==> config.mk <==
export PLATFORM = sky130hd
export DESIGN_NAME = rioctrl_io_filter
export DESIGN_NICKNAME = d
export VERILOG_FILES = /design/src/rtl/rioctrl_io_filter.sv
export SDC_FILE = /design/constraint.sdc
export NUM_CORES = 1
export LEC_CHECK = 0
export ABC_AREA = 1
export CORE_ASPECT_RATIO = 1.1
export CORE_MARGIN = 2
export CORE_UTILIZATION = 50
export CTS_CLUSTER_SIZE = 40
export DETAILED_ROUTE_END_ITERATION = 10
export PLACE_DENSITY = 0.75
export SLEW_MARGIN = 25
export SYNTH_ARGS = -nofsm -noshare
export SYNTH_HDL_FRONTEND = slang
export SYNTH_SLANG_ARGS = --single-unit
==> constraint.sdc <==
create_clock -name clk -period 1.81 [get_ports clk]
set_input_delay 0.543 -clock clk [delete_from_list [all_inputs] [get_ports clk]]
set_output_delay 0.543 -clock clk [all_outputs]
set_load 0.005 [all_outputs]
==> src/rtl/rioctrl_io_filter.sv <==
// rioctrl_io_filter
//
// Frame-level companion for the bob5x serial I/O shifter. It sits on the
// shifter's parallel side. At every frame boundary it captures the completed
// input word and debounces each bit across frames. It reports edges of the
// debounced bits and stages the next output word so a frame never shifts a
// torn value. A watchdog flags a stalled or missing shifter.
//
// A frame boundary is the falling edge of the shifter's load strobe, seen
// in the clk domain.
//
// Parameters:
//   WIDTH     bits per frame (must match the shifter)
//   FILTER    frames a new raw value must persist before in_filt follows (1..255)
//   TIMEOUT   clk cycles without a frame before stale asserts (2..2^32-1)
//   OUT_INIT  reset value of shift_data_out
//
// Ports:
//   clk             system clock, rising edge
//   rst_n           asynchronous active-low reset
//   shift_data_in   parallel input word from the shifter
//   shift_load      shifter load strobe (idle high, low at frame end)
//   out_word        output word requested by application logic
//   shift_data_out  word fed to the shifter, updated only at frame boundaries
//   in_filt         debounced input word
//   in_rise         one-cycle pulse per bit, in_filt bit went 0->1
//   in_fall         one-cycle pulse per bit, in_filt bit went 1->0
//   frame_tick      one-cycle pulse per accepted frame
//   frame_count     accepted frames, wraps at 16 bits
//   stale           no frame seen for TIMEOUT cycles

module rioctrl_io_filter #(
    parameter int               WIDTH    = 8,
    parameter int               FILTER   = 3,
    parameter logic [31:0]      TIMEOUT  = 32'd50000000,
    parameter logic [WIDTH-1:0] OUT_INIT = '0
) (
    input  logic             clk,
    input  logic             rst_n,
    input  logic [WIDTH-1:0] shift_data_in,
    input  logic             shift_load,
    input  logic [WIDTH-1:0] out_word,
    output logic [WIDTH-1:0] shift_data_out,
    output logic [WIDTH-1:0] in_filt,
    output logic [WIDTH-1:0] in_rise,
    output logic [WIDTH-1:0] in_fall,
    output logic             frame_tick,
    output logic [15:0]      frame_count,
    output logic             stale
);

    localparam int            CW       = $clog2(FILTER + 1);
    localparam logic [CW:0]   FILTER_C = (CW + 1)'(FILTER);

    logic                      load_q;
    logic                      frame;
    logic [WIDTH-1:0][CW-1:0]  cnt;
    logic [31:0]               wd;

    // load_q resets high so that releasing reset with load idle cannot look
    // like a falling edge. Holding load low gives exactly one frame.
    assign frame = ~shift_load & load_q;

    // Previous value of the load strobe, used for falling-edge detection.
    always_ff @(posedge clk or negedge rst_n) begin
        if (!rst_n) begin
            load_q <= 1'b1;
        end else begin
            load_q <= shift_load;
        end
    end

    // Per-bit debounce. A bit must disagree with in_filt on FILTER
    // consecutive frames before it is accepted. Any agreeing frame restarts
    // the count, which rejects bounces. Edge pulses last one cycle.
    always_ff @(posedge clk or negedge rst_n) begin
        if (!rst_n) begin
            in_filt <= '0;
            in_rise <= '0;
            in_fall <= '0;
            cnt     <= '0;
        end else begin
            in_rise <= '0;
            in_fall <= '0;
            if (frame) begin
                for (int i = 0; i < WIDTH; i++) begin
                    if (shift_data_in[i] == in_filt[i]) begin
                        cnt[i] <= '0;
                    end else if ((CW + 1)'(cnt[i]) + (CW + 1)'(1) == FILTER_C) begin
                        in_filt[i] <= shift_data_in[i];
                        cnt[i]     <= '0;
                        in_rise[i] <= shift_data_in[i];
                        in_fall[i] <= ~shift_data_in[i];
                    end else begin
                        cnt[i] <= cnt[i] + 1'b1;
                    end
                end
            end
        end
    end

    // Output staging and frame bookkeeping. The shifter idles in its reload
    // state at the boundary, so loading out_word here means the next frame
    // shifts one consistent word.
    always_ff @(posedge clk or negedge rst_n) begin
        if (!rst_n) begin
            shift_data_out <= OUT_INIT;
            frame_tick     <= 1'b0;
            frame_count    <= '0;
        end else begin
            frame_tick <= frame;
            if (frame) begin
                shift_data_out <= out_word;
                frame_count    <= frame_count + 16'd1;
            end
        end
    end

    // Frame watchdog. It saturates at TIMEOUT and raises stale on the edge
    // where it gets there. A frame on that same edge takes priority, so
    // stale stays low.
    always_ff @(posedge clk or negedge rst_n) begin
        if (!rst_n) begin
            wd    <= '0;
            stale <= 1'b0;
        end else if (frame) begin
            wd    <= '0;
            stale <= 1'b0;
        end else if (wd != TIMEOUT) begin
            wd <= wd + 32'd1;
            if (wd + 32'd1 == TIMEOUT) begin
                stale <= 1'b1;
            end
        end
    end

endmodule

==> results.yml <==
die:
  die_area_um2: 10700
  core_area_um2: 9750
  start_util_pct: 50.6
  ios: 69
  die_x_um: 98.7
  fp-row-count: 38
  die_h_um: 108
logic_synthesis:
  avgSynthCellArea_um2: 7.86
  yosys_warnings: 0
  synthArstFlopShare_pct: 100
  synthCells: 627
  netlist_top_cells_area: "dfrtp_1 50%, nand2_1 15%, nor2_1 7.9%"
  synth-seq-area-share_pct: 50.3
  netlist_area_um2: 4930
  synthDistinctLibCells: 34
  ys_ff_latch: 99
  ys.flop_type: "dfrtp_1"
  synth_top_cell_area_share_pct: 49.8
  synth_top_area_cell: "dfrtp_1"
  synth_edf_count: 0
  syn_nets: 650
global_routing:
  antenna_found_initial: 0
  gr-total-overflow: 0
  grt_use_total_pct: 23.7
  grt_pass1_vias: 4462
  grt_max_degree: 93
  grt_pass1_wl_um: 20300
layout:
  final_area_um2: 6750
  antenna_cells_inserted: 0
  final_cell_mix: "191 x nand2_1, 97 x dfrtp_1, 94 x nor2_1"
  area_growth_pct: 37.0
  drive_above_1_share_pct: 17.9
  final_util_pct: 69.3
  num-nets-final: 797
  final_common_cell: "nand2_1"
cts:
  cts_sinks: 99
  numCtsBuffers: 9
  clk_path_buf_depth: 2
  path_clk_slew_ps: 100
  cts-htree-levels: 3
  clkLatencyLatePin_ps: 370
  root_buffer: "clkbuf_8"
  cts_tree: "built"
detailed_routing:
  vias: 4523
  via_per_inst: 5.04
  first_pass_iters: 5
  antenna_left: 0
  drt_drc_violations_left: 0
  wirelength_um: 12500
  wl_per_cell_um: 13.9
  drtIter0Drc: 230
pwr:
  internal-power_mw: 4.36
  ir_worst_vdd_mv: 0.717
  p_sw_mw: 1.90
  pwr-share-clk_pct: 27.3
  p_sw_share_pct: 30.4
  seqPwrFrac_pct: 44.9
  pwr-share-comb_pct: 27.8
  p_leak_nw: 3.60
  power_density_nw_per_um2: 927
outcome:
  failed_checks: "setup timing"
  status: "finished, violations left"
setup_path:
  critPathArrivalTime_ps: 2250
  startpoint: "wd[1]"
  start_kind: "register"
  r2r_start: "wd[1]"
  rr_worst_depth: 12
  worstPathRequired_ps: 2120
  rr_endpoint: "stale"
  crit_fanout: 5
  path_class: "register to register"
  reg2reg_slack_ps: -130
  endpoint_kind: "register"
place:
  dp_hpwl_um: 8510
  place_congestion: 0.933
  dpl-instance-area_um2: 6050
  portBuffers: 68
timing:
  max-slew-margin-rel_pct: 65.8
  clock.fmax_mhz: 514
  finalHoldViolations: 0
  fin_crit_ps: 1940
  hold_slack_ps: 422
  period_share_pct: 107
  rsz0062_at_grt: "yes"
  slew_violations: 0
  worstMarginPinSlew_ps: 513
  worst_slack_ps: -134
  final.setup_skew_ps: 8.87
  setup_viol: 2
worst_hold_path:
  min_path_type: "primary input to register"
  whs_path_depth: 1
  min_from: "shift_load"
  min_delay_worst_endpoint: "load_q"
flow_run:
  maxCapViolCount: 0
[sequential cells by signal, indices dropped and copies added (netlist names)]
register	cells
cnt	16
frame_count	16
frame_tick	1
in_fall	8
in_filt	8
in_rise	8
load_q	1
shift_data_out	8
stale	1
wd	32
[cell usage after synthesis (all sizes together) (3+ instances only)]
library cell	count
nand2	199
nor2	114
dfrtp	98
inv	70
nand3	30
xor2	19
o22ai	15
nand4	14
a21oi	13
o21ai	13
xnor2	8
buf	7
ha	4
nand3b	4
nor3	4
nor4	4
clkbuf	3
o21bai	3
[stage by stage]
step,setup WS [ps],setup TNS [ps],power (mW),cells
final,-134,-145,6.25,898
after global routing,-272,-551,6.63,898
after global placement,-445,-23200,4.27,847
after floorplan,-30.2,-30.2,3.61,627
after detailed placement,-518,-27620,4.34,847
after CTS,-65.0,-65.0,6.17,885
[final cells by class]
cell class	instances	area (um^2)
Sequential cell	99	2480
Inverter	70	268
Clock inverter	6	113
Timing Repair Buffer	146	1360
Fill cell	730	3000
Multi-Input combinational cell	448	2260
Tap cell	120	150
Clock buffer	9	124
[cells by family after synthesis]
| kind of cell | share of synthesized area, % |
|---|---|
| compound gates | 5.23 |
| buf+inv | 6.30 |
| fa+ha+maj | 1.02 |
| xor+xnor | 4.80 |
| simple gates | 32.4 |
| flops | 50.3 |
[power by group through the flow]
| stage | sequential [mW] | combinational, mW | clock, mW |
|---|---|---|---|
| after global routing | 2.86 | 1.95 | 1.83 |
| after global placement | 2.88 | 1.39 | 0 |
| after CTS | 2.80 | 1.63 | 1.73 |
| final | 2.81 | 1.74 | 1.71 |
| after detailed placement | 2.89 | 1.45 | 0 |
| after floorplan | 2.85 | 0.757 | 0 |
[worst max-delay path: stages, from the launching register on]
cell and delay [ps]:
dfrtp_1 380, buf_4 140, nand2_2 70, nor2_4 210
nand2_4 110, buf_4 150, o21bai_1 140, nand2_1 90
nor2_1 150, nand3_1 110, nor2_2 140, nand3_2 90
a21oi_2 110
[metal layers]
| layer | track usage, % | share of wire (%) | up-vias | routed length, um |
|---|---|---|---|---|
| li1 | - | - | 2266 | - |
| met1 | 28.9 | 42 | 2118 | 5220 |
| met2 | 41.6 | 51 | 114 | 6350 |
| met3 | 5.75 | 5.1 | 25 | 639 |
| met4 | 7.83 | 2.0 | 0 | 246 |
| met5 | 0 | 0 | - | 0 |
[what timing repair did]
item,CTS,global route
hold endpoints to repair,7,0
setup endpoints to repair,38,40
gates resized for setup,27,50
pin swaps,5,14
gates cloned,0,1
hold buffers,1,0
buffers inserted,22,12
[worst max path at each step]
stage	end	slack (ps)	cells past startpoint
after floorplan	frame_count[15]	-30	9
after global placement	frame_count[15]	-450	9
after detailed placement	frame_count[15]	-520	9
after CTS	stale	-70	10
after global routing	stale	-270	12
final	stale	-130	12
(Power assumes the default switching activity.)
